## src/rtl/hazard_ctrl_mc_pkg.sv

```systemverilog
// Shared encodings for the hazard controller: instruction classes,
// forwarding-mux selects, multi-cycle FSM states and a width helper.
package hazard_ctrl_mc_pkg;

    localparam int INST_W = 3;
    localparam int FWD_W  = 2;

    localparam logic [INST_W-1:0] INST_R      = 3'd0;
    localparam logic [INST_W-1:0] INST_I      = 3'd1;
    localparam logic [INST_W-1:0] INST_LW     = 3'd2;
    localparam logic [INST_W-1:0] INST_SW     = 3'd3;
    localparam logic [INST_W-1:0] INST_BEQ    = 3'd4;
    localparam logic [INST_W-1:0] INST_J      = 3'd5;
    localparam logic [INST_W-1:0] INST_JR     = 3'd6;
    localparam logic [INST_W-1:0] INST_MULDIV = 3'd7;

    localparam logic [FWD_W-1:0] EXE_NOFWD   = 2'd0;
    localparam logic [FWD_W-1:0] MEM2EXE_FWD = 2'd1;
    localparam logic [FWD_W-1:0] WB2EXE_FWD  = 2'd2;
    localparam logic [FWD_W-1:0] ID_NOFWD    = 2'd0;
    localparam logic [FWD_W-1:0] MEM2ID_FWD  = 2'd1;
    localparam logic [FWD_W-1:0] WB2ID_FWD   = 2'd2;

    typedef enum logic {
        MC_IDLE = 1'b0,
        MC_BUSY = 1'b1
    } mc_state_t;

    // Busy-counter width; at least one bit so MC_LAT of 1 or 2 stays legal.
    function automatic int unsigned mc_cnt_width(input int unsigned lat);
        return (lat > 2) ? $clog2(lat) : 1;
    endfunction

endpackage

```

## src/rtl/hazard_ctrl_mc_if.sv

```systemverilog
// Pipeline <-> hazard controller signal bundle.
interface hazard_ctrl_mc_if
    import hazard_ctrl_mc_pkg::*;
#(
    parameter int REG_W = 5,
    parameter int CNT_W = 16
);
    logic [REG_W-1:0]  rs_ID;
    logic [REG_W-1:0]  rt_ID;
    logic              s_b_ID;
    logic [INST_W-1:0] inst_type_ID;
    logic [INST_W-1:0] inst_type_EXE;
    logic [INST_W-1:0] inst_type_MEM;
    logic              zero_ID;
    logic [REG_W-1:0]  rs_EXE;
    logic [REG_W-1:0]  rt_EXE;
    logic [REG_W-1:0]  num_write_EXE;
    logic              reg_write_MEM;
    logic              reg_write_WB;
    logic [REG_W-1:0]  num_write_MEM;
    logic [REG_W-1:0]  num_write_WB;

    logic [FWD_W-1:0]  s_a_FWD_EXE;
    logic [FWD_W-1:0]  s_b_FWD_EXE;
    logic [FWD_W-1:0]  s_a_FWD_ID;
    logic [FWD_W-1:0]  s_b_FWD_ID;
    logic              nWrite_PC;
    logic              nWrite_IF_ID;
    logic              nWrite_ID_EXE;
    logic              flush_IF_ID;
    logic              flush_ID_EXE;
    logic              flush_EXE_MEM;
    logic              mc_busy;
    logic [CNT_W-1:0]  stall_cnt;

    modport master (
        output rs_ID, rt_ID, s_b_ID, inst_type_ID, inst_type_EXE, inst_type_MEM,
               zero_ID, rs_EXE, rt_EXE, num_write_EXE, reg_write_MEM, reg_write_WB,
               num_write_MEM, num_write_WB,
        input  s_a_FWD_EXE, s_b_FWD_EXE, s_a_FWD_ID, s_b_FWD_ID, nWrite_PC,
               nWrite_IF_ID, nWrite_ID_EXE, flush_IF_ID, flush_ID_EXE, flush_EXE_MEM,
               mc_busy, stall_cnt
    );

    modport slave (
        input  rs_ID, rt_ID, s_b_ID, inst_type_ID, inst_type_EXE, inst_type_MEM,
               zero_ID, rs_EXE, rt_EXE, num_write_EXE, reg_write_MEM, reg_write_WB,
               num_write_MEM, num_write_WB,
        output s_a_FWD_EXE, s_b_FWD_EXE, s_a_FWD_ID, s_b_FWD_ID, nWrite_PC,
               nWrite_IF_ID, nWrite_ID_EXE, flush_IF_ID, flush_ID_EXE, flush_EXE_MEM,
               mc_busy, stall_cnt
    );
endinterface

```

## src/rtl/hazard_ctrl_mc_fsm.sv

```systemverilog
// Multi-cycle EXE occupancy tracker: stalls the front end for MC_LAT-1
// cycles once a mul/div reaches EXE, then releases for one BUSY cycle.
module mc_stall_fsm
    import hazard_ctrl_mc_pkg::*;
#(
    parameter int MC_LAT = 4
) (
    input  logic              clk,
    input  logic              rst,
    input  logic [INST_W-1:0] inst_type_EXE,
    output logic              mc_stall,
    output logic              mc_busy
);
    localparam int CW = mc_cnt_width(MC_LAT);

    mc_state_t       state, state_next;
    logic [CW-1:0]   mc_cnt, mc_cnt_next;
    logic            stall_raw;

    // State and down-counter registers.
    always_ff @(posedge clk) begin
        if (rst) begin
            state  <= MC_IDLE;
            mc_cnt <= '0;
        end else begin
            state  <= state_next;
            mc_cnt <= mc_cnt_next;
        end
    end

    // Trigger from IDLE, count down in BUSY; the mc_cnt==0 cycle is the release.
    always_comb begin
        state_next  = state;
        mc_cnt_next = mc_cnt;
        stall_raw   = 1'b0;
        case (state)
            MC_IDLE: begin
                if (inst_type_EXE == INST_MULDIV && MC_LAT > 1) begin
                    state_next  = MC_BUSY;
                    mc_cnt_next = CW'(MC_LAT - 2);
                    stall_raw   = 1'b1;
                end
            end
            MC_BUSY: begin
                if (mc_cnt == '0) begin
                    state_next = MC_IDLE;
                end else begin
                    mc_cnt_next = mc_cnt - CW'(1);
                    stall_raw   = 1'b1;
                end
            end
            default: state_next = MC_IDLE;
        endcase
    end

    // Reset releases the stall in the same cycle it is asserted.
    assign mc_stall = stall_raw && !rst;
    assign mc_busy  = (state == MC_BUSY) && !rst;

endmodule

```

## src/rtl/hazard_ctrl_mc.sv

```systemverilog
// Hazard controller: EXE/ID forwarding, mul/div freeze, branch/JR and
// load-use stalls, control flushes and a saturating stall counter.
module hazard_ctrl_mc
    import hazard_ctrl_mc_pkg::*;
#(
    parameter int REG_W  = 5,
    parameter int MC_LAT = 4,
    parameter int CNT_W  = 16
) (
    input logic             clk,
    input logic             rst,
    hazard_ctrl_mc_if.slave hz
);
    logic             mc_stall;
    logic             mem_ok, wb_ok;
    logic             br_stall, lu_stall, ctrl_flush, is_br;
    logic [CNT_W-1:0] cnt_q;

    mc_stall_fsm #(.MC_LAT(MC_LAT)) u_fsm (
        .clk           (clk),
        .rst           (rst),
        .inst_type_EXE (hz.inst_type_EXE),
        .mc_stall      (mc_stall),
        .mc_busy       (hz.mc_busy)
    );

    assign mem_ok = hz.reg_write_MEM && (hz.num_write_MEM != REG_W'(0));
    assign wb_ok  = hz.reg_write_WB  && (hz.num_write_WB  != REG_W'(0));

    // Forwarding selects: MEM result beats WB result for every operand.
    always_comb begin
        hz.s_a_FWD_EXE = EXE_NOFWD;
        hz.s_b_FWD_EXE = EXE_NOFWD;
        hz.s_a_FWD_ID  = ID_NOFWD;
        hz.s_b_FWD_ID  = ID_NOFWD;
        if (mem_ok && hz.num_write_MEM == hz.rs_EXE)     hz.s_a_FWD_EXE = MEM2EXE_FWD;
        else if (wb_ok && hz.num_write_WB == hz.rs_EXE)  hz.s_a_FWD_EXE = WB2EXE_FWD;
        if (mem_ok && hz.num_write_MEM == hz.rt_EXE)     hz.s_b_FWD_EXE = MEM2EXE_FWD;
        else if (wb_ok && hz.num_write_WB == hz.rt_EXE)  hz.s_b_FWD_EXE = WB2EXE_FWD;
        if (mem_ok && hz.num_write_MEM == hz.rs_ID)      hz.s_a_FWD_ID  = MEM2ID_FWD;
        else if (wb_ok && hz.num_write_WB == hz.rs_ID)   hz.s_a_FWD_ID  = WB2ID_FWD;
        if (mem_ok && hz.num_write_MEM == hz.rt_ID)      hz.s_b_FWD_ID  = MEM2ID_FWD;
        else if (wb_ok && hz.num_write_WB == hz.rt_ID)   hz.s_b_FWD_ID  = WB2ID_FWD;
    end

    // Raw stall and flush conditions, before priority resolution.
    always_comb begin
        is_br    = (hz.inst_type_ID == INST_BEQ) || (hz.inst_type_ID == INST_JR);
        br_stall = is_br &&
                   (((hz.num_write_EXE != REG_W'(0)) &&
                     (hz.num_write_EXE == hz.rs_ID || hz.num_write_EXE == hz.rt_ID)) ||
                    ((hz.inst_type_MEM == INST_LW) && (hz.num_write_MEM != REG_W'(0)) &&
                     (hz.num_write_MEM == hz.rs_ID || hz.num_write_MEM == hz.rt_ID)));
        lu_stall = (hz.inst_type_EXE == INST_LW) && (hz.num_write_EXE != REG_W'(0)) &&
                   ((hz.num_write_EXE == hz.rs_ID) ||
                    (hz.num_write_EXE == hz.rt_ID && !hz.s_b_ID));
        ctrl_flush = (hz.inst_type_ID == INST_J) || (hz.inst_type_ID == INST_JR) ||
                     ((hz.inst_type_ID == INST_BEQ) && hz.zero_ID);
    end

    // Priority: reset, mul/div freeze, branch/JR stall, load-use, control flush.
    always_comb begin
        hz.nWrite_PC     = 1'b0;
        hz.nWrite_IF_ID  = 1'b0;
        hz.nWrite_ID_EXE = 1'b0;
        hz.flush_IF_ID   = 1'b0;
        hz.flush_ID_EXE  = 1'b0;
        hz.flush_EXE_MEM = 1'b0;
        if (rst) begin
            hz.nWrite_PC = 1'b0;
        end else if (mc_stall) begin
            hz.nWrite_PC     = 1'b1;
            hz.nWrite_IF_ID  = 1'b1;
            hz.nWrite_ID_EXE = 1'b1;
            hz.flush_EXE_MEM = 1'b1;
        end else if (br_stall || lu_stall) begin
            hz.nWrite_PC    = 1'b1;
            hz.nWrite_IF_ID = 1'b1;
            hz.flush_ID_EXE = 1'b1;
        end else if (ctrl_flush) begin
            hz.flush_IF_ID = 1'b1;
        end
    end

    // Saturating count of PC-hold cycles.
    always_ff @(posedge clk) begin
        if (rst)                               cnt_q <= '0;
        else if (hz.nWrite_PC && cnt_q != '1)  cnt_q <= cnt_q + CNT_W'(1);
    end

    assign hz.stall_cnt = cnt_q;

endmodule

```

## src/flat_wrapper.sv

```systemverilog
// flat-port wrapper written by rule: the top's interface ports become plain ports
module hazard_ctrl_mc_flat import hazard_ctrl_mc_pkg::*;
#(
    parameter int REG_W  = 5,
    parameter int MC_LAT = 4,
    parameter int CNT_W  = 16
)
  (clk, rst, hz_rs_ID, hz_rt_ID, hz_s_b_ID, hz_inst_type_ID, hz_inst_type_EXE, hz_inst_type_MEM, hz_zero_ID, hz_rs_EXE, hz_rt_EXE, hz_num_write_EXE, hz_reg_write_MEM, hz_reg_write_WB, hz_num_write_MEM, hz_num_write_WB, hz_s_a_FWD_EXE, hz_s_b_FWD_EXE, hz_s_a_FWD_ID, hz_s_b_FWD_ID, hz_nWrite_PC, hz_nWrite_IF_ID, hz_nWrite_ID_EXE, hz_flush_IF_ID, hz_flush_ID_EXE, hz_flush_EXE_MEM, hz_mc_busy, hz_stall_cnt);
  hazard_ctrl_mc_if #(.REG_W(REG_W), .CNT_W(CNT_W)) hz_i ();
  input logic clk;
  input logic rst;
  input wire logic [$bits(hz_i.rs_ID)-1:0] hz_rs_ID;
  input wire logic [$bits(hz_i.rt_ID)-1:0] hz_rt_ID;
  input wire logic [$bits(hz_i.s_b_ID)-1:0] hz_s_b_ID;
  input wire logic [$bits(hz_i.inst_type_ID)-1:0] hz_inst_type_ID;
  input wire logic [$bits(hz_i.inst_type_EXE)-1:0] hz_inst_type_EXE;
  input wire logic [$bits(hz_i.inst_type_MEM)-1:0] hz_inst_type_MEM;
  input wire logic [$bits(hz_i.zero_ID)-1:0] hz_zero_ID;
  input wire logic [$bits(hz_i.rs_EXE)-1:0] hz_rs_EXE;
  input wire logic [$bits(hz_i.rt_EXE)-1:0] hz_rt_EXE;
  input wire logic [$bits(hz_i.num_write_EXE)-1:0] hz_num_write_EXE;
  input wire logic [$bits(hz_i.reg_write_MEM)-1:0] hz_reg_write_MEM;
  input wire logic [$bits(hz_i.reg_write_WB)-1:0] hz_reg_write_WB;
  input wire logic [$bits(hz_i.num_write_MEM)-1:0] hz_num_write_MEM;
  input wire logic [$bits(hz_i.num_write_WB)-1:0] hz_num_write_WB;
  output wire logic [$bits(hz_i.s_a_FWD_EXE)-1:0] hz_s_a_FWD_EXE;
  output wire logic [$bits(hz_i.s_b_FWD_EXE)-1:0] hz_s_b_FWD_EXE;
  output wire logic [$bits(hz_i.s_a_FWD_ID)-1:0] hz_s_a_FWD_ID;
  output wire logic [$bits(hz_i.s_b_FWD_ID)-1:0] hz_s_b_FWD_ID;
  output wire logic [$bits(hz_i.nWrite_PC)-1:0] hz_nWrite_PC;
  output wire logic [$bits(hz_i.nWrite_IF_ID)-1:0] hz_nWrite_IF_ID;
  output wire logic [$bits(hz_i.nWrite_ID_EXE)-1:0] hz_nWrite_ID_EXE;
  output wire logic [$bits(hz_i.flush_IF_ID)-1:0] hz_flush_IF_ID;
  output wire logic [$bits(hz_i.flush_ID_EXE)-1:0] hz_flush_ID_EXE;
  output wire logic [$bits(hz_i.flush_EXE_MEM)-1:0] hz_flush_EXE_MEM;
  output wire logic [$bits(hz_i.mc_busy)-1:0] hz_mc_busy;
  output wire logic [$bits(hz_i.stall_cnt)-1:0] hz_stall_cnt;
  assign hz_i.rs_ID = hz_rs_ID;
  assign hz_i.rt_ID = hz_rt_ID;
  assign hz_i.s_b_ID = hz_s_b_ID;
  assign hz_i.inst_type_ID = hz_inst_type_ID;
  assign hz_i.inst_type_EXE = hz_inst_type_EXE;
  assign hz_i.inst_type_MEM = hz_inst_type_MEM;
  assign hz_i.zero_ID = hz_zero_ID;
  assign hz_i.rs_EXE = hz_rs_EXE;
  assign hz_i.rt_EXE = hz_rt_EXE;
  assign hz_i.num_write_EXE = hz_num_write_EXE;
  assign hz_i.reg_write_MEM = hz_reg_write_MEM;
  assign hz_i.reg_write_WB = hz_reg_write_WB;
  assign hz_i.num_write_MEM = hz_num_write_MEM;
  assign hz_i.num_write_WB = hz_num_write_WB;
  assign hz_s_a_FWD_EXE = hz_i.s_a_FWD_EXE;
  assign hz_s_b_FWD_EXE = hz_i.s_b_FWD_EXE;
  assign hz_s_a_FWD_ID = hz_i.s_a_FWD_ID;
  assign hz_s_b_FWD_ID = hz_i.s_b_FWD_ID;
  assign hz_nWrite_PC = hz_i.nWrite_PC;
  assign hz_nWrite_IF_ID = hz_i.nWrite_IF_ID;
  assign hz_nWrite_ID_EXE = hz_i.nWrite_ID_EXE;
  assign hz_flush_IF_ID = hz_i.flush_IF_ID;
  assign hz_flush_ID_EXE = hz_i.flush_ID_EXE;
  assign hz_flush_EXE_MEM = hz_i.flush_EXE_MEM;
  assign hz_mc_busy = hz_i.mc_busy;
  assign hz_stall_cnt = hz_i.stall_cnt;
  hazard_ctrl_mc #(.REG_W(REG_W), .MC_LAT(MC_LAT), .CNT_W(CNT_W)) u_core (.clk(clk), .rst(rst), .hz(hz_i));
endmodule
```

## config.mk

```make
export PLATFORM = sky130hd
export DESIGN_NAME = hazard_ctrl_mc_flat
export DESIGN_NICKNAME = d
export VERILOG_FILES = /design/src/rtl/hazard_ctrl_mc_pkg.sv /design/src/rtl/hazard_ctrl_mc_if.sv /design/src/rtl/hazard_ctrl_mc_fsm.sv /design/src/rtl/hazard_ctrl_mc.sv /design/src/flat_wrapper.sv
export SDC_FILE = /design/constraint.sdc
export NUM_CORES = 1
export LEC_CHECK = 0
export ABC_AREA = 1
export CAP_MARGIN = 15
export CORE_AREA = 4 4 83 70
export CTS_BUF_LIST = sky130_fd_sc_hd__clkbuf_8
export CTS_CLUSTER_DIAMETER = 120
export CTS_CLUSTER_SIZE = 10
export DETAILED_ROUTE_END_ITERATION = 6
export DIE_AREA = 0 0 87 74
export GPL_TIMING_DRIVEN = 0
export PLACE_DENSITY = 0.74
export SLEW_MARGIN = 20
export SYNTH_ARGS = -nofsm -noshare
export SYNTH_HDL_FRONTEND = slang
export SYNTH_SLANG_ARGS = --single-unit
```

## constraint.sdc

```tcl
create_clock -name clk -period 2.85 [get_ports clk]
set_input_delay 0.4275 -clock clk [delete_from_list [all_inputs] [get_ports clk]]
set_output_delay 0.4275 -clock clk [all_outputs]
set_load 0.02 [all_outputs]
```

==> results of run 1 <==
==> Yosys cell counts <==
cell	count	area (um^2)
nor2_1	43	161
xor2_1	17	149
nand2_1	95	357
or2_2	1	6.26
a211oi_1	1	7.51
a31oi_1	1	6.26
buf_8	1	15.0
nand4_1	12	75.1
nand3_2	1	10.0
o21ai_0	3	15.0
inv_2	7	26.3
nand2_2	2	12.5
o21ai_2	1	8.76
nand3_4	1	17.5
nor3_1	11	55.1
o21ai_1	1	5.00
ha_1	2	25.0
buf_6	2	22.5
clkbuf_1	6	22.5
o41ai_1	1	8.76
nor4_1	3	18.8
dfxtp_1	19	380
a21oi_1	9	45.0
clkinv_1	1	3.75
and3_1	1	6.26
inv_1	44	165
nand3_1	26	130
xnor2_1	17	149
buf_4	4	30.0
buf_1	1	3.75
==> power groups by stage <==
stage          Sequential, mW  Combinational, mW  Clock (mW)
2_1_floorplan           0.278              0.129           0
3_3_place_gp            0.276              0.238           0
3_5_place_dp            0.277              0.242           0
4_1_cts                 0.270              0.241       0.195
5_1_grt                 0.271              0.263       0.206
6_report                0.270              0.239       0.189
==> layout make-up <==
class,count,area (um^2),area share (%)
Multi-Input combinational cell,249,1270,46.0
Timing Repair Buffer,71,696,25.2
Sequential cell,19,380,13.8
Inverter,52,195,7.08
Buffer,14,93.8,3.40
Tap cell,62,77.6,2.81
Clock buffer,3,41.3,1.50
Clock inverter,1,3.75,0.136
==> worst max-delay path: stages <==
cell             delay, ns
clkdlybuf4s50_1       0.54
inv_1                 0.07
nand2_1               0.06
nand2_1               0.05
nor2_1                0.14
nand3_1               0.11
nand2_1               0.08
nand2_1               0.05
nand2_1               0.07
nand2_2               0.07
nand3_4               0.14
nand2_1               0.06
inv_1                 0.09
buf_4                 0.11
clkbuf_2              0.15
==> logic make-up (layout without fill, tap and decap cells) <==
logic type	Yosys count	in the layout	share of synthesized area, %
AND/OR/NAND/NOR	196	196	43.8
XOR/XNOR	34	34	15.4
AO/OA/AOI/OAI	17	17	4.97
buffers and inverters	66	141	14.9
flip-flops	19	19	19.6
adder cells (fa/ha/maj)	2	2	1.29
==> registers in the layout, summed over array words and instances (netlist names) <==
name                 count
u_core.hz.stall_cnt     16
u_core.u_fsm.mc_cnt      2
u_core.u_fsm.state       1
==> worst max path at each step <==
| stage | to | start | cells past startpoint | slack [ns] |
|---|---|---|---|---|
| CTS | hz_nWrite_PC | hz_rt_ID[0] | 13 | 0.01 |
| floorplan | hz_s_a_FWD_EXE[1] | hz_num_write_MEM[2] | 5 | 0.59 |
| detailed placement | hz_nWrite_PC | hz_num_write_MEM[1] | 15 | -0.31 |
| global placement | hz_nWrite_PC | hz_num_write_MEM[1] | 15 | -0.28 |
| finish | hz_nWrite_PC | hz_rt_ID[1] | 15 | 0.18 |
| global route | hz_nWrite_PC | hz_rt_ID[1] | 15 | 0.02 |
==> routing by layer <==
| layer | up-vias | GRT usage, % |
|---|---|---|
| li1 | 1189 | - |
| met1 | 1001 | 25.5 |
| met2 | 60 | 29.1 |
| met3 | 6 | 2.66 |
| met4 | 0 | 3.98 |
| met5 | - | 0 |
==> what timing repair did <==
item	in CTS	in global routing
pin swaps	0	1
gates resized for setup	6	13
gates cloned	0	0
setup endpoints to repair	4	4
hold buffers	0	0
==> metrics by stage <==
stage | instances | hold slack (ns)
6_report | 471 | 0.434
5_1_grt | 471 | 0.455
4_1_cts | 471 | 0.436
3_5_place_dp | 467 | 0.425
3_3_place_gp | 467 | 0.419
2_1_floorplan | 334 | 0.407
==> metrics.yaml, run 1 <==
setup_path:
  critPathLaunchType: "primary input"
  crit_type: "primary input to primary output"
  required_ns: 2.42
  worst-r2r-cell-count: 12
  worstPathArrival_ns: 2.24
  r2r_slack_ns: 0.97
  timing.rr.end: "u_core.hz.stall_cnt[11]$_SDFFE_PP0P_"
  path_max_fanout: 7
  cp-end-kind: "primary output"
  regToRegStartpoint: "u_core.hz.stall_cnt[0]$_SDFFE_PP0P_"
routing:
  wire_per_inst_um: 12.1
  drc: 0
  highest_layer: "met4"
  ant_nets: 0
  vias: 2256
  met2_length_um: 2540
  first_iter_violations: 94
  viasPerCell: 4.79
  routed_wl_um: 5710
  drtPass1Iterations: 4
  drt-met1-wl_um: 2760
  wl_met3_um: 350
place:
  place_worst_setup_slack_ns: -0.306
  place.gp.congestion: 0.863
  hpwlAfterDp_um: 4810
  io_buffers: 71
  place_area_um2: 2730
die:
  die_w_um: 87
  initial_core_util_pct: 39.4
  coreArea_um2: 4920
  die-area_um2: 6440
  die_h_um: 74
  pin_count: 81
  fp-row-count: 23
cells_and_area:
  layout_commonest_cell: "nand2_1"
  utilization_pct: 56.0
  drive_gt1_share_pct: 6.60
  finalNetCount: 462
  layout_common_cells: "95 x nand2_1, 62 x clkdlybuf4s50_1, 45 x inv_1, 43 x nor2_1, 26 x nand3_1"
  num_antenna_cells: 0
  design_area_um2: 2760
  fill_cells: 496
  syn_to_final_growth_pct: 42.2
power:
  p_seq_share_pct: 38.7
  p_int_uw: 482
  p_per_area_nw_per_um2: 253
  total_power_uw: 699
  switching_share_pct: 31.0
  combPwrFrac_pct: 34.3
  switchingPower_uw: 217
  peakVddDrop_uv: 134
  p_clk_share_pct: 27.0
  p_leak_nw: 1.35
sta:
  min_period_ns: 2.67
  layout_setup_ws_ns: 0.184
  finalSetupTns_ns: 0
  tightestPinTransition_ns: 0.489
  setup_viol: 0
  max_freq_mhz: 375
  final.period_utilization_pct: 93.5
  drv_slew: 0
  rsz0062_at_grt: "no"
  relSlewSlack_pct: 67.4
  hold_viol: 0
  skew_ns: 0.00157
clock_network:
  clk_pin_slew_worst_paths_ns: 0.07
  worstSkewPairLatency_ns: 0.26
  htreeDepth: 1
  clock_sinks: 19
  cts_tree: "built"
  cts-root-buf: "clkbuf_8"
  max-clock-path-buffers: 2
  cts_buffers: 3
  postCtsSetupBuffers: 0
global_route:
  grt_pass1_vias: 2032
  antenna_found_initial: 0
  overflow: 0
  track_usage_pct: 18.0
  grt_max_degree: 11
  grt_pass1_wl_um: 9340
synth:
  synthesis.instances: 334
  avgSynthCellArea_um2: 5.80
  synth_cell_types: 30
  synthesis.area_um2: 1940
  synth_seq_cells: 19
  syn_nets: 386
  yosysSeqAreaShare_pct: 19.6
  yosys_warnings: 0
flow_run:
  maxCapViolations: 0
worst_hold_path:
  hp-start: "u_core.u_fsm.mc_cnt[0]$_SDFFE_PP0P_"
  holdPathEnd: "u_core.u_fsm.mc_cnt[0]$_SDFFE_PP0P_"
  min_path_cells: 1
  hold_path_class: "flip-flop to flip-flop"
run_status:
  status: "finished, final reports clean"
No activity file was read; power rests on OpenSTA's default activity.
==> run 2: changes to the inputs <==
--- a/config.mk
+++ b/config.mk
@@ -9,7 +9,7 @@
 export CAP_MARGIN = 15
 export CORE_AREA = 4 4 83 70
 export CTS_BUF_LIST = sky130_fd_sc_hd__clkbuf_8
-export CTS_CLUSTER_DIAMETER = 120
+export CTS_CLUSTER_DIAMETER = 200
 export CTS_CLUSTER_SIZE = 10
 export DETAILED_ROUTE_END_ITERATION = 6
 export DIE_AREA = 0 0 87 74
==> results of run 2 <==
Final layout, timing and power as in run 1 (identical DEF).
==> run 3: changes to the inputs <==
--- a/config.mk
+++ b/config.mk
@@ -10,7 +10,7 @@
 export CORE_AREA = 4 4 83 70
 export CTS_BUF_LIST = sky130_fd_sc_hd__clkbuf_8
 export CTS_CLUSTER_DIAMETER = 200
-export CTS_CLUSTER_SIZE = 10
+export CTS_CLUSTER_SIZE = 40
 export DETAILED_ROUTE_END_ITERATION = 6
 export DIE_AREA = 0 0 87 74
 export GPL_TIMING_DRIVEN = 0
==> results of run 3 <==
Final layout, timing and power as in run 1 (identical DEF).
==> RTL edit 1, RTL diff (flow settings as in run 1) <==
Reset style: asynchronous (`rst`), changed in 2 clocked blocks.
--- a/src/rtl/hazard_ctrl_mc_fsm.sv
+++ b/src/rtl/hazard_ctrl_mc_fsm.sv
@@ -18,7 +18,7 @@
     logic            stall_raw;
 
     // State and down-counter registers.
-    always_ff @(posedge clk) begin
+    always_ff @(posedge clk or posedge rst) begin
         if (rst) begin
             state  <= MC_IDLE;
             mc_cnt <= '0;
--- a/src/rtl/hazard_ctrl_mc.sv
+++ b/src/rtl/hazard_ctrl_mc.sv
@@ -83,7 +83,7 @@
     end
 
     // Saturating count of PC-hold cycles.
-    always_ff @(posedge clk) begin
+    always_ff @(posedge clk or posedge rst) begin
         if (rst)                               cnt_q <= '0;
         else if (hz.nWrite_PC && cnt_q != '1)  cnt_q <= cnt_q + CNT_W'(1);
     end
Behaviour: differs if rst is asserted again (counterexample within 4 cycles, from zero or initial values and one cycle with rst high); with rst held inactive, the same outputs for 10 cycles.
==> RTL edit 1 against run 1 <==
Clock skew is 0.0045 ns higher; sequential cell count unchanged; design area rose by 5.4%; routed wire length is 5.6% higher; setup slack worse by 0.014 ns; critical endpoint is now hz_flush_IF_ID; critical path type unchanged; synthesized area grew 7.0%; hold slack better by 0.054 ns; largest cell class unchanged.
Power is not compared: it rests on default switching activity, and its combinational part moved more than twofold at a synthesized area within 25%.
==> RTL edit 1: results (changes against run 1) <==
Worst setup path
  • Crit Reg-Reg Startpoint: u_core.hz.stall_cnt[0]
  • Largest stage delay on the critical path: 0.57 ns (+0.03 ns)
  • Worst Setup SP: hz_rt_ID[2]
  • Largest fanout on the critical path: 13 (+6)
  • CP max stage cell: clkdlybuf4s50_1
  • Worst path arrival time: 2.25 ns

Layout
  • Most common cell after layout, fill and taps aside: nand2_1
  • Number of fill cells in the layout: 470 (-5.2%)
  • Flip-flop count of the largest register, all copies and words added: 16 (unchanged)
  • Layout cell share with drive strength beyond 1: 9.69% (+3.1 points)
  • Antenna cell count: 0 (unchanged)

GRT
  • Met1 Track Usage GR: 28.6% (+3.1 points)
  • Vias in the first global route: 2102 (+3.4%)
  • Antenna violations before repair: 0 (unchanged)
  • Global-route wire length before repair: 9.92 mm (+6.3%)
  • Maximum number of pins on one net before global-route repair: 29 (+18)
  • Combined global-route utilization of all metal layers: 19.2% (+1.1 points)
  • Met2 layer usage reported by global route: 28.7% (-0.42 points)
  • Met3 usage: 3.54% (+0.89 points)

Yosys
  • Commonest cells in the netlist: nand2_1, inv_1, nor2_1
  • Synth Area in Adders: 1.21% (-0.085 points)
  • Net count after synthesis: 369 (-4.4%)
  • Complex-gate fraction of the synthesized area: 1.39% (-3.6 points)
  • Most used flip-flop cell after synthesis: dfrtp_1
  • Multiplexer area fraction after synthesis: 0% (unchanged)
  • Leading post-synthesis cells by cell area: dfrtp_1, nand2_1, xor2_1
  • Async S/R FF share, synth: 100% (+100 points)
  • Total of warnings raised by yosys: 0 (unchanged)
  • Library cells used by synthesis: 25 (-17%)
  • Share of the yosys chip area belonging to registers: 22.9% (+3.3 points)
  • Avg Inst Size Synth: 6.54 µm² (+13%)
  • Synthesized-area fraction occupied by xor and xnor cells: 19.0% (+3.6 points)

Clock network
  • Inserted Clock Buffers: 3 (unchanged)
  • Clock slew at reported path FFs: 0.07 ns (about the same)
  • Clock latency on the worst-skew pair: 0.26 ns (about the same)
  • Buffer levels on the longest clock path: 2 (unchanged)
  • Cell at the root of the clock tree: clkbuf_8
  • Number of H-tree branching levels: 1 (unchanged)

Power
  • Worst vdd rail ir drop: 392 µV
  • Leakage: 1.46 nW

Place
  • Last weighted congestion value of the routability-driven placer: 0.902 (+4.4%)
  • Count of buffers inserted at the top-level ports: 72 (+1.4%)
  • Number of placed instances with taps included: 451 (-3.4%)
  • Post-detailed-placement half-perimeter wirelength: 4.91 mm (+2.0%)
  • DP Worst Slack: -0.304 ns (+0.00159 ns)
  • Area after detailed placement: 2870 µm² (+5.4%)

Routing
  • Avg WL per Cell: 13.3 µm (+9.5%)
  • Routed Wire Length: 6.02 mm (+5.6%)
  • Number of DRC markers after the initial detailed-route iteration: 185 (+97%)
  • Vias after detailed routing: 2312 (+2.5%)
  • 1st-pass router iterations: 6 (+2)
  • DRC violations left: 0 (unchanged)

STA
  • Normalized max-slew margin: 60.8% (-6.6 points)
  • Maximum clock skew at final layout: 0.00603 ns (+0.00446 ns)

Status
  • Run status: complete, no violations

Hold path
  • Hold crit path type: flop to flop
  • Hold path startpoint: u_core.u_fsm.state
-- RTL edit 1: cell types whose count changed after synthesis, sizes merged, moves of 6 or more --
cell,change
a21oi,-9
dfxtp,-19
inv,-12
dfrtp,+19
nand4,+15
nor2,-14
xor2,+6
-- RTL edit 1: path summary, 6_finish.rpt --
path | endpoint | cells after the start | slack, ns
max in group asynchronous | u_core.hz.stall_cnt[11] | 3 | 1.56
worst min-delay path | u_core.u_fsm.mc_cnt[1] | 1 | 0.49
worst max-delay path | hz_flush_IF_ID | 12 | 0.17
worst max register to register | u_core.hz.stall_cnt[8] | 9 | 0.97
worst min register to register | u_core.u_fsm.mc_cnt[1] | 1 | 0.49
min in group asynchronous | u_core.u_fsm.mc_cnt[0] | 3 | 0.90
-- RTL edit 1: per-stage QoR --
step	total power, mW	hold slack (ns)
6_report	1.06	0.488
2_1_floorplan	0.671	0.449
4_1_cts	1.08	0.494
5_1_grt	1.15	0.527
3_5_place_dp	0.899	0.482
3_3_place_gp	0.886	0.474
-- RTL edit 1: layout make-up --
class | count | area [µm²] | area share (%)
buffer | 15 | 90.1 | 3.10
clock buffer | 3 | 41.3 | 1.42
clock inverter | 1 | 5.00 | 0.172
inverter | 39 | 146 | 5.04
multi-input combinational | 243 | 1360 | 46.6
sequential | 19 | 475 | 16.4
tap | 62 | 77.6 | 2.67
timing repair buffer | 72 | 714 | 24.6
-- RTL edit 1: what timing repair did --
action / in CTS / in global routing
pin swaps: 0 / 0
endpoints found under the setup margin: 4 / 4
gates cloned: 0 / 0
buffers inserted: 0 / 0
resized for setup: 7 / 9
-- RTL edit 1: power breakdown --
part / leakage, nW / internal (mW) / total [mW] / switching [mW]
Sequential: 0.255 / 0.306 / 0.344 / 0.0379
Combinational: 1.18 / 0.241 / 0.532 / 0.291
Clock: 0.0255 / 0.0973 / 0.189 / 0.0916
-- RTL edit 1: worst max-delay path: cells and delay by family --
family,cells,cell delay [ns]
AND/OR/NAND/NOR,10,0.93
buffers and inverters,2,0.90
-- RTL edit 1: metal layers --
layer	up-vias	wire [µm]
met1	1063	2870
met2	78	2680
met3	8	409
li1	1163	-
met5	-	0
met4	0	68
-- RTL edit 1: kinds of logic after synthesis --
kind of cell | Yosys count
adder cells (fa/ha/maj) | 2
AND/OR/NAND/NOR | 191
flip-flops | 19
XOR/XNOR | 45
buffers and inverters | 55
AO/OA/AOI/OAI | 5
==> RTL edit 2, RTL diff (flow settings as in run 1) <==
Without the edit above. `FWD_W`: 2 -> 3.
--- a/src/rtl/hazard_ctrl_mc_pkg.sv
+++ b/src/rtl/hazard_ctrl_mc_pkg.sv
@@ -3,7 +3,7 @@
 package hazard_ctrl_mc_pkg;
 
     localparam int INST_W = 3;
-    localparam int FWD_W  = 2;
+    localparam int FWD_W  = 3;
 
     localparam logic [INST_W-1:0] INST_R      = 3'd0;
     localparam logic [INST_W-1:0] INST_I      = 3'd1;
Interface: changed (resized hz_s_a_FWD_EXE, hz_s_a_FWD_ID, hz_s_b_FWD_EXE and hz_s_b_FWD_ID); port bits go from 81 to 85. The function was not compared with the original's and may differ.
==> RTL edit 2 against run 1 <==
Synthesized cell count grew 1.5%; routed wire length up 6.1%; design area is 2.7% higher; setup slack lost 0.037 ns; fmax is 1.4% lower; sequential cell count did not move; synthesized area rose by 1.7%; critical path depth is 1 lower; largest power group unchanged; power up 1.5%.
==> RTL edit 2: results (changes against run 1) <==
Yosys
  • Async S/R FF share, synth: 0% (unchanged)
  • Library cells used by synthesis: 31 (+3.3%)
  • Share of the yosys chip area belonging to registers: 19.3% (-0.34 points)
  • Commonest cells in the netlist: nand2_1, inv_1, nor2_1
  • Most used flip-flop cell after synthesis: dfxtp_1
  • Total of warnings raised by yosys: 0 (unchanged)
  • Leading post-synthesis cells by cell area: dfxtp_1, nand2_1, inv_1

STA
  • Maximum clock skew at final layout: 0.00288 ns (+0.00131 ns)

Layout
  • Antenna cell count: 0 (unchanged)
  • Layout cell share with drive strength beyond 1: 7.43% (+0.83 points)
  • Most common cell after layout, fill and taps aside: nand2_1
  • Flip-flop count of the largest register, all copies and words added: 16 (unchanged)
  • Number of nets in the final layout: 470 (+1.7%)

Status
  • Run status: complete, no violations

Place
  • Last weighted congestion value of the routability-driven placer: 0.873 (+1.1%)
  • Count of buffers inserted at the top-level ports: 71 (unchanged)
  • Post-detailed-placement half-perimeter wirelength: 5.05 mm (+5.0%)
  • Area after detailed placement: 2770 µm² (+1.7%)

Routing
  • Number of DRC markers after the initial detailed-route iteration: 120 (+28%)
  • 1st-pass router iterations: 4 (unchanged)
  • Vias after detailed routing: 2329 (+3.2%)
  • Routed Wire Length: 6.05 mm (+6.1%)

Power
  • Worst vdd rail ir drop: 131 µV (-2.2%)
  • Net switching power: 224 µW (+3.2%)
  • Leakage: 1.43 nW (+6.0%)

Clock network
  • Cell at the root of the clock tree: clkbuf_8
  • Inserted Clock Buffers: 3 (unchanged)
  • Clock latency on the worst-skew pair: 0.26 ns (about the same)
  • Buffers inserted during post-CTS setup optimization: 0 (unchanged)
  • Clock slew at reported path FFs: 0.07 ns (about the same)
  • Number of H-tree branching levels: 1 (unchanged)
  • Buffer levels on the longest clock path: 2 (unchanged)

Worst setup path
  • CP max stage cell: clkdlybuf4s50_1
  • Largest fanout on the critical path: 10 (+3)
  • Worst path arrival time: 2.28 ns (+0.04 ns)
  • Largest stage delay on the critical path: 0.44 ns (-0.10 ns)

GRT
  • Combined global-route utilization of all metal layers: 19.7% (+1.7 points)
  • Antenna violations before repair: 0 (unchanged)
  • Maximum number of pins on one net before global-route repair: 11 (unchanged)
  • Vias in the first global route: 2208 (+8.7%)
  • Global-route wire length before repair: 10.2 mm (+9.2%)

Hold path
  • Hold crit path type: flop to flop
[RTL edit 2: area by class of cell]
type / count / area, µm²
inverter: 52 / 195
tap: 62 / 77.6
multi-input combinational: 253 / 1290
sequential: 19 / 380
buffer: 18 / 124
fill: 500 / 2090
timing repair buffer: 71 / 719
clock buffer: 3 / 41.3
clock inverter: 1 / 3.75
[RTL edit 2: layer usage]
metal / part of all wire, % / GRT usage, % / vias up
met2: 45 / 31.6 / 59
li1: - / - / 1208
met3: 5.5 / 3.43 / 14
met5: 0 / 0 / -
met4: 2.6 / 6.06 / 0
met1: 46 / 27.2 / 1048
[RTL edit 2: path summary, 6_finish.rpt]
check                         startpoint                       to  slack, ns  cells past startpoint
hold / removal    u_core.u_fsm.mc_cnt[0]   u_core.u_fsm.mc_cnt[0]       0.43                      1
setup / recovery     hz_num_write_EXE[0]           hz_flush_IF_ID       0.15                     14
setup reg to reg  u_core.hz.stall_cnt[0]  u_core.hz.stall_cnt[11]       0.90                     12
hold reg to reg   u_core.u_fsm.mc_cnt[0]   u_core.u_fsm.mc_cnt[0]       0.43                      1
[RTL edit 2: through the flow]
step	setup WS (ns)	TNS, ns	utilization [%]	hold WS, ns	cells
2_1_floorplan	0.591	0	-	0.407	342
5_1_grt	0.00612	0	57.5	0.456	479
3_5_place_dp	-0.323	-0.951	56.3	0.426	475
6_report	0.147	0	57.5	0.431	479
4_1_cts	0.0137	0	57.1	0.436	479
3_3_place_gp	-0.324	-0.881	56.3	0.419	475
[RTL edit 2: power groups by stage]
stage | clock (mW) | sequential (mW) | combinational [mW]
after global placement | 0 | 0.276 | 0.247
after CTS | 0.193 | 0.270 | 0.251
after floorplan | 0 | 0.278 | 0.138
after detailed placement | 0 | 0.277 | 0.252
after global routing | 0.207 | 0.271 | 0.277
final | 0.188 | 0.270 | 0.251
[RTL edit 2: cells by family (layout without fill, tap and decap cells)]
group                    Yosys count  after routing  share of synthesized area, %
buffers and inverters             70            145                          16.2
adder cells (fa/ha/maj)            2              2                          1.27
AO/OA/AOI/OAI                     17             17                          4.89
AND/OR/NAND/NOR                  196            196                          43.1
other                              1              4                         0.190
flip-flops                        19             19                          19.3
XOR/XNOR                          34             34                          15.1
[RTL edit 2: what timing repair did]
| item | 4_1_cts | 5_1_grt |
|---|---|---|
| resized for setup | 9 | 14 |
| pin swaps | 0 | 1 |
| setup endpoints to repair | 4 | 4 |
[RTL edit 2: worst max-delay path: cells and delay by family]
kind                   cells  cell delay [ns]
buffers and inverters      4             1.02
and+or+nand+nor           10             0.82
